`src/rtl/alu_issue_pkg.sv`:
```
// alu_issue_pkg: ALU control codes, MIPS opcode/funct values, issue FSM states and decoded-op record.
package alu_issue_pkg;
    localparam logic [3:0] ALU_ADD  = 4'd0;
    localparam logic [3:0] ALU_SUB  = 4'd1;
    localparam logic [3:0] ALU_AND  = 4'd2;
    localparam logic [3:0] ALU_OR   = 4'd3;
    localparam logic [3:0] ALU_NOR  = 4'd4;
    localparam logic [3:0] ALU_SLT  = 4'd5;
    localparam logic [3:0] ALU_SLL  = 4'd6;
    localparam logic [3:0] ALU_SRL  = 4'd7;
    localparam logic [3:0] ALU_MULT = 4'd8;
    localparam logic [3:0] ALU_DIV  = 4'd9;

    localparam logic [5:0] OP_RTYPE = 6'h00;
    localparam logic [5:0] OP_BEQ   = 6'h04;
    localparam logic [5:0] OP_ADDI  = 6'h08;
    localparam logic [5:0] OP_ADDIU = 6'h09;
    localparam logic [5:0] OP_SLTI  = 6'h0A;
    localparam logic [5:0] OP_ANDI  = 6'h0C;
    localparam logic [5:0] OP_ORI   = 6'h0D;

    localparam logic [5:0] FN_SLL  = 6'h00;
    localparam logic [5:0] FN_SRL  = 6'h02;
    localparam logic [5:0] FN_MFHI = 6'h10;
    localparam logic [5:0] FN_MFLO = 6'h12;
    localparam logic [5:0] FN_MULT = 6'h18;
    localparam logic [5:0] FN_DIV  = 6'h1A;
    localparam logic [5:0] FN_ADD  = 6'h20;
    localparam logic [5:0] FN_ADDU = 6'h21;
    localparam logic [5:0] FN_SUB  = 6'h22;
    localparam logic [5:0] FN_SUBU = 6'h23;
    localparam logic [5:0] FN_AND  = 6'h24;
    localparam logic [5:0] FN_OR   = 6'h25;
    localparam logic [5:0] FN_NOR  = 6'h27;
    localparam logic [5:0] FN_SLT  = 6'h2A;

    typedef enum logic [1:0] {IDLE, EXEC, WAIT, RESP} state_t;

    typedef struct packed {
        logic [3:0] alu_control;
        logic       src_shamt;
        logic       src_imm;
        logic       ext_sign;
        logic       dest_rd;
        logic       we;
        logic       hilo;
        logic       hilo_hi;
        logic       illegal;
        logic       ovf_chk;
        logic       is_div;
    } dec_t;
endpackage

```
`src/rtl/alu_issue_decode.sv`:
```
// alu_issue_decode: combinational opcode/funct to decoded-op record.
module alu_issue_decode
    import alu_issue_pkg::*;
(
    input  logic [5:0] opcode,
    input  logic [5:0] funct,
    output dec_t       dec
);
    always_comb begin
        dec = '0;
        dec.we = 1'b1;
        if (opcode == OP_RTYPE) begin
            dec.dest_rd = 1'b1;
            case (funct)
                FN_ADD:  dec.ovf_chk = 1'b1;
                FN_ADDU: dec.alu_control = ALU_ADD;
                FN_SUB:  begin dec.alu_control = ALU_SUB; dec.ovf_chk = 1'b1; end
                FN_SUBU: dec.alu_control = ALU_SUB;
                FN_AND:  dec.alu_control = ALU_AND;
                FN_OR:   dec.alu_control = ALU_OR;
                FN_NOR:  dec.alu_control = ALU_NOR;
                FN_SLT:  dec.alu_control = ALU_SLT;
                FN_SLL:  begin dec.alu_control = ALU_SLL; dec.src_shamt = 1'b1; end
                FN_SRL:  begin dec.alu_control = ALU_SRL; dec.src_shamt = 1'b1; end
                FN_MULT: begin dec.alu_control = ALU_MULT; dec.we = 1'b0; end
                FN_DIV:  begin dec.alu_control = ALU_DIV; dec.we = 1'b0; dec.is_div = 1'b1; end
                FN_MFHI: begin dec.hilo = 1'b1; dec.hilo_hi = 1'b1; end
                FN_MFLO: dec.hilo = 1'b1;
                default: begin dec.illegal = 1'b1; dec.we = 1'b0; end
            endcase
        end else begin
            dec.src_imm = 1'b1;
            case (opcode)
                OP_ADDI:  begin dec.ext_sign = 1'b1; dec.ovf_chk = 1'b1; end
                OP_ADDIU: dec.ext_sign = 1'b1;
                OP_SLTI:  begin dec.alu_control = ALU_SLT; dec.ext_sign = 1'b1; end
                OP_ANDI:  dec.alu_control = ALU_AND;
                OP_ORI:   dec.alu_control = ALU_OR;
                OP_BEQ:   begin dec.alu_control = ALU_SUB; dec.src_imm = 1'b0; dec.we = 1'b0; end
                default:  begin dec.illegal = 1'b1; dec.we = 1'b0; dec.src_imm = 1'b0; end
            endcase
        end
    end
endmodule

```
`src/rtl/alu_issue_ctrl.sv`:
```
// alu_issue_ctrl: issue/retire stage in front of the MIPS ALU, producing a write-back record.
// Define ALU_ISSUE_SIGNED_OVF_EN to flag true two's-complement overflow instead of ALU carry/borrow.
module alu_issue_ctrl
    import alu_issue_pkg::*;
#(
    parameter int DATA_W     = 32,
    parameter int REG_ADDR_W = 5
) (
    input  logic                  clk,
    input  logic                  rst,
    input  logic                  in_valid,
    output logic                  in_ready,
    input  logic [5:0]            in_opcode,
    input  logic [5:0]            in_funct,
    input  logic [4:0]            in_shamt,
    input  logic [15:0]           in_imm,
    input  logic [DATA_W-1:0]     in_rs_val,
    input  logic [DATA_W-1:0]     in_rt_val,
    input  logic [REG_ADDR_W-1:0] in_rt_addr,
    input  logic [REG_ADDR_W-1:0] in_rd_addr,
    output logic                  alu_en,
    output logic [3:0]            alu_control,
    output logic [DATA_W-1:0]     alu_srcA,
    output logic [DATA_W-1:0]     alu_srcB,
    input  logic [DATA_W-1:0]     alu_result,
    input  logic [DATA_W-1:0]     alu_hi,
    input  logic [DATA_W-1:0]     alu_lo,
    input  logic                  alu_overflow,
    input  logic                  alu_done,
    input  logic                  alu_zero,
    output logic                  wb_valid,
    input  logic                  wb_ready,
    output logic                  wb_we,
    output logic [REG_ADDR_W-1:0] wb_addr,
    output logic [DATA_W-1:0]     wb_data,
    output logic                  wb_zero,
    output logic                  exc_overflow,
    output logic                  exc_divzero,
    output logic                  exc_illegal
);
    state_t state, state_nxt;
    dec_t dec;
    logic armed, accept, resp, ovf_raw;
    logic op_we, op_ovf, op_div, op_ill;
    logic zero_q, ovf_q;
    logic [REG_ADDR_W-1:0] dst;
    logic [DATA_W-1:0] res, imm_ext;

    alu_issue_decode u_dec (.opcode(in_opcode), .funct(in_funct), .dec(dec));

    assign imm_ext = dec.ext_sign ? {{(DATA_W-16){in_imm[15]}}, in_imm} : {{(DATA_W-16){1'b0}}, in_imm};
    assign accept  = in_ready && in_valid;

    always_ff @(posedge clk) state <= rst ? IDLE : state_nxt;

    always_comb begin
        state_nxt = state;
        case (state)
            IDLE:    state_nxt = accept ? ((dec.hilo || dec.illegal) ? RESP : EXEC) : IDLE;
            EXEC:    state_nxt = WAIT;
            WAIT:    state_nxt = alu_done ? RESP : WAIT;
            RESP:    state_nxt = wb_ready ? IDLE : RESP;
            default: state_nxt = IDLE;
        endcase
    end

    // armed holds in_ready low for the first cycle after reset is released
    always_ff @(posedge clk) begin
        if (rst) begin
            armed       <= 1'b0;
            alu_control <= '0;
            alu_srcA    <= '0;
            alu_srcB    <= '0;
            dst         <= '0;
            res         <= '0;
            zero_q      <= 1'b0;
            ovf_q       <= 1'b0;
            op_we       <= 1'b0;
            op_ovf      <= 1'b0;
            op_div      <= 1'b0;
            op_ill      <= 1'b0;
        end else begin
            armed <= 1'b1;
            if (accept) begin
                alu_control <= dec.alu_control;
                alu_srcA    <= dec.src_shamt ? {{(DATA_W-5){1'b0}}, in_shamt} : in_rs_val;
                alu_srcB    <= dec.src_imm ? imm_ext : in_rt_val;
                dst         <= dec.dest_rd ? in_rd_addr : in_rt_addr;
                res         <= dec.hilo_hi ? alu_hi : alu_lo;
                zero_q      <= 1'b0;
                ovf_q       <= 1'b0;
                op_we       <= dec.we;
                op_ovf      <= dec.ovf_chk;
                op_div      <= dec.is_div;
                op_ill      <= dec.illegal;
            end else if (state == WAIT && alu_done) begin
                res    <= alu_result;
                zero_q <= alu_zero;
                ovf_q  <= alu_overflow;
            end
        end
    end

`ifdef ALU_ISSUE_SIGNED_OVF_EN
    assign ovf_raw = (alu_control == ALU_SUB)
        ? (alu_srcA[DATA_W-1] != alu_srcB[DATA_W-1]) && (res[DATA_W-1] != alu_srcA[DATA_W-1])
        : (alu_srcA[DATA_W-1] == alu_srcB[DATA_W-1]) && (res[DATA_W-1] != alu_srcA[DATA_W-1]);
`else
    assign ovf_raw = ovf_q;
`endif

    always_comb begin
        resp         = state == RESP;
        in_ready     = state == IDLE && armed;
        alu_en       = state == EXEC;
        wb_valid     = resp;
        exc_overflow = resp && op_ovf && ovf_raw;
        exc_divzero  = resp && op_div && ovf_q;
        exc_illegal  = resp && op_ill;
        wb_we        = resp && op_we && (dst != '0) && !exc_overflow;
        wb_addr      = resp ? dst : '0;
        wb_data      = resp ? res : '0;
        wb_zero      = resp && zero_q;
    end
endmodule

```
`config.mk`:
```
export PLATFORM = sky130hd
export DESIGN_NAME = alu_issue_ctrl
export DESIGN_NICKNAME = d
export VERILOG_FILES = /design/src/rtl/alu_issue_pkg.sv /design/src/rtl/alu_issue_decode.sv /design/src/rtl/alu_issue_ctrl.sv
export SDC_FILE = /design/constraint.sdc
export NUM_CORES = 1
export LEC_CHECK = 0
export ABC_AREA = 1
export BUFFER_PORTS_ARGS = -buffer_cell sky130_fd_sc_hd__buf_4
export CAP_MARGIN = 20
export CORE_AREA = 2 2 125 127
export DETAILED_ROUTE_END_ITERATION = 8
export DIE_AREA = 0 0 127 129
export GPL_TIMING_DRIVEN = 0
export HOLD_SLACK_MARGIN = 0.02
export PLACE_DENSITY_LB_ADDON = 0.05
export SYNTH_ARGS = -nofsm -noshare
export SYNTH_HDL_FRONTEND = slang
export SYNTH_SLANG_ARGS = --single-unit
```
`constraint.sdc`:
```
create_clock -name clk -period 1.5 [get_ports clk]
set_clock_uncertainty 0.05 [all_clocks]
set_input_delay 0 -clock clk [delete_from_list [all_inputs] [get_ports clk]]
set_output_delay 0 -clock clk [all_outputs]
set_load 0.05 [all_outputs]
```
==> impl_summary.txt <==
----------------------------------------------------
[Run status]
  Status ... finished with violations
  Failing checks ... setup timing

[Floorplanning]
  Ports placed on the boundary ... around 320
  Die area ... 16400 sq um
  Std-Cell Rows ... 45
  Core Box Area ... 15000 sq um
  Vertical extent of the die ... 129 um
  Effective utilization at floorplan ... 38.8%
  Width of the die ... 127 um

[Routing]
  Post-detailed-route via-to-cell ratio ... 4.90
  Via total after detailed routing ... 8000
  Initial DRC count ... approximately 420
  Detailed-routing iteration count for the pre-antenna-repair pass ... 7
  Routed wl met2 ... 12.9 mm
  Wirelength per Cell ... 15.9 um
  DRC violations left ... 0
  Post-DRT Antenna Nets ... 0
  DR top layer ... met4
  Routed wl met3 ... 1.88 mm
  Metal-1 WL ... 10.1 mm
  Total wire length ... 25.9 mm

[STA]
  Setup slack of the critical path after layout ... -0.0561 ns
  Setup TNS ... -0.239 ns
  Unrepaired setup endpoints after global routing ... true
  Worst slew margin relative to its limit ... 68.6%
  Final hold violation count ... 0
  Final slew viol count ... 0
  Share of the clock period used by the worst path after layout ... 104%
  Final min period ... 1.56 ns
  Worst hold slack across all endpoints ... 0.0293 ns
  Pin slew with the least headroom to its limit ... 0.470 ns
  Setup-violating endpoint count in the final report ... 10
  Max Clk Rate ... roughly 640 MHz

[Setup path]
  Worst EP arrival ... about 1.8 ns
  Worst-path fanout max ... 10
  Reg2Reg Depth ... 11
  Data required time of the worst path ... 1.75 ns
  Worst flop-to-flop path endpoint ... alu_srcB[11]$_SDFFE_PP0P_
  Largest delay contributor family on the critical path ... buffers and inverters
  Reg2reg start ... state[0]$_SDFF_PP0_
  Launch point of the critical path ... state[0]$_SDFF_PP0_
  Cell breakdown of the critical path ... inv_2, nand2_4, nor2_4, nand2_4, buf_12, buf_12, nand2_8, inv_8, buf_6, nand2_1, nand2_1
  Startpoint kind of the worst setup timing path ... flop
  Cell count along the critical path ... 11
  Highest-delay cell along the critical path ... dfxtp_2
  Largest incremental delay on the critical path ... 0.34 ns
  Category of the most critical setup path ... flop to flop
  WP buf/inv ... 5
  Setup slack of the most critical reg-to-reg path ... -0.06 ns
  Crit path to ... alu_srcB[11]$_SDFFE_PP0P_
  Kind of end point of the critical path ... flop

[Logic synthesis]
  Combined area of all synthesized cells ... between 5000 and 6000 sq um
  Dominant register cell in the synthesized netlist ... dfxtp_1
  Average instance area after synthesis ... 6.75 sq um
  Synth area leader ... dfxtp_1
  Count of flip-flops with a built-in enable after synthesis ... 0
  Share of the synthesized area in the top cell type ... between 30 and 40%
  Library cell with the highest instance count after synthesis ... nand2_1
  Number of synthesized register bits ... 114
  Synth Net Count ... approximately 1100
  Sequential element share of the synthesized area ... about two fifths
  Warnings, synthesis ... 0
  Post-Syn Instances ... 862
  Share of flip-flops with an asynchronous set or reset after synthesis ... 0%
  Cell types with the largest area share after synthesis ... dfxtp_1 39%, nand2_1 13%, o21ai_0 7.4%
  Most instantiated cells after synthesis ... 201 x nand2_1, 114 x dfxtp_1, 108 x inv_1, 86 x o21ai_0, 70 x nand3_1
  Synth cell types ... 26

[Finish]
  Area delta synth->final ... 103%
  Area used by multi-input combinational logic ... ~2900 sq um
  Area of all placed cells without fillers ... ~12000 sq um
  Area taken by flip-flops and latches ... 2290 sq um
  Fin nets ... between 1500 and 2000
  Share of layout cells above drive strength 1 ... 33.3%
  Fill count ... 1017
  Share of the core filled with cells ... 78.9%

[Clock tree]
  Number of H-tree levels ... 4
  Clock tree from TritonCTS ... built
  Root buffer cell ... clkbuf_16
  CTS max path bufs ... 2
  Clk_lat worst skew ... 0.41 ns
  Num CTS Buffers ... 17
  CTS sink cnt ... 114
  Clock transition at path regs ... 0.06 ns

[Power and ir drop]
  Sw Share ... 29.8%
  Power density over the cells ... approximately 900 nW/um^2
  Net switching power of the design ... 3160 uW
  Cell internal power dissipation ... 7430 uW
  Clock group share of total power ... between 40% and 50%
  Power share of the combinational group ... between 20% and 30%
  Total power ... 10600 uW
  Portion of total power attributed to sequential cells ... 32.5%
  Worst vdd ir ... between 0.0007 and 0.0008 V
  Leakage Power ... 0.00576 uW

[Placed design]
  Cell area reported after detailed placement ... 8590 sq um
  Detail Placement HPWL ... 16.1 mm
  Routability congestion estimate ... about 0.85
  IO buf count ... about 320

[GRT]
  Wire length of the first global-routing pass ... 39.9 mm
  Gr usage total ... 30.5%
  Via count of the first global-routing pass ... 8111
  Number of antenna violations at the first check in global routing ... 0
  Largest net degree at the start of global routing ... 17
  GRT overflow ... 0

[Job]
  Number of maximum-capacitance constraint violations ... 0

[Worst hold path]
  Hold Crit Class ... input port to flop
  Min-Delay Startpoint ... in_valid

----------------------------------------------------
worst min-delay path by stage:
| stage | endpoint | slack, ns | cells after the start |
|---|---|---|---|
| 2_1_floorplan | alu_srcA[10]$_SDFFE_PP0P_ | 0.08 | 2 |
| 3_3_place_gp | alu_srcA[22]$_SDFFE_PP0P_ | 0.17 | 3 |
| 3_5_place_dp | alu_srcA[9]$_SDFFE_PP0P_ | 0.17 | 3 |
| 4_1_cts | alu_control[3]$_SDFFE_PP0P_ | 0.03 | 5 |
| 5_1_grt | res[29]$_SDFFE_PP0P_ | 0.06 | 5 |
| 6_report | res[28]$_SDFFE_PP0P_ | 0.03 | 5 |
state kept, by name, indices dropped and copies added (netlist names):
signal       count
op_we            1
state            2
alu_srcB        32
ovf_q            1
alu_srcA        32
alu_control      4
op_div           1
op_ovf           1
res             32
dst              5
op_ill           1
armed            1
zero_q           1
repair_timing:
action | in CTS | in global routing
pin swaps | 9 | 17
endpoints found under the setup margin | 112 | 137
resized for setup | 38 | 77
hold buffers | 210 | 0
buffers inserted | 9 | 6
cloned | 3 | 1
endpoints found under the hold margin | 113 | 0
area by class of cell:
type	count	area share, %
diodes	1	0.0212
flip-flops and latches	114	19.4
inverters	117	3.82
multi-input cells	576	24.8
repair buffers	549	40.6
plain buffers	55	4.10
clock inverters	15	1.76
clock buffers	17	3.60
well taps	188	1.99
power by group through the flow:
stage | clock network (uW) | logic, uW | registers (uW)
after floorplan | 0 | 830 | 3900
after global placement | 0 | 2120 | 3480
after detailed placement | 0 | 2140 | 3490
after CTS | 4370 | 2670 | 3430
after global routing | 4530 | 2990 | 3460
final | 4350 | 2800 | 3440
cell usage in the layout, fill, tap and decap left out, types with 18 or more instances in the layout:
cell type / n
a21oi_1: 59
buf_4: 318
buf_6: 43
clkbuf_16: 18
dfxtp_1: 112
dlygate4sd3_1: 210
inv_1: 107
nand2_1: 195
nand3_1: 70
nand3b_1: 33
nor2_1: 49
nor2_2: 18
o211ai_1: 26
o21ai_0: 86
per-layer routing:
layer | GRT usage, % | up-vias
met2 | 54.5 | 349
met3 | 8.52 | 80
met1 | 33.4 | 3659
li1 | - | 3912
met5 | 0 | -
met4 | 14.7 | 0
worst register-to-register path: cells and delay by family (launching register included):
| family | cells | cell delay [ns] |
|---|---|---|
| flops | 1 | 0.34 |
| simple gates | 6 | 0.53 |
| buf+inv | 5 | 0.53 |
stage by stage:
step | worst slack [ns] | cells
3_5_place_dp | -0.0870 | 1371
5_1_grt | -0.113 | 1631
4_1_cts | -0.0306 | 1624
3_3_place_gp | -0.0264 | 1371
2_1_floorplan | -0.170 | 862
6_report | -0.0561 | 1632
cell families after synthesis:
| group | Yosys count | share of synthesized area [%] |
|---|---|---|
| buffers and inverters | 172 | 13.1 |
| AND/OR/NAND/NOR | 396 | 30.8 |
| flip-flops | 114 | 39.2 |
| AO/OA/AOI/OAI | 180 | 16.8 |
Note: power is estimated with default switching activity, not from simulation.
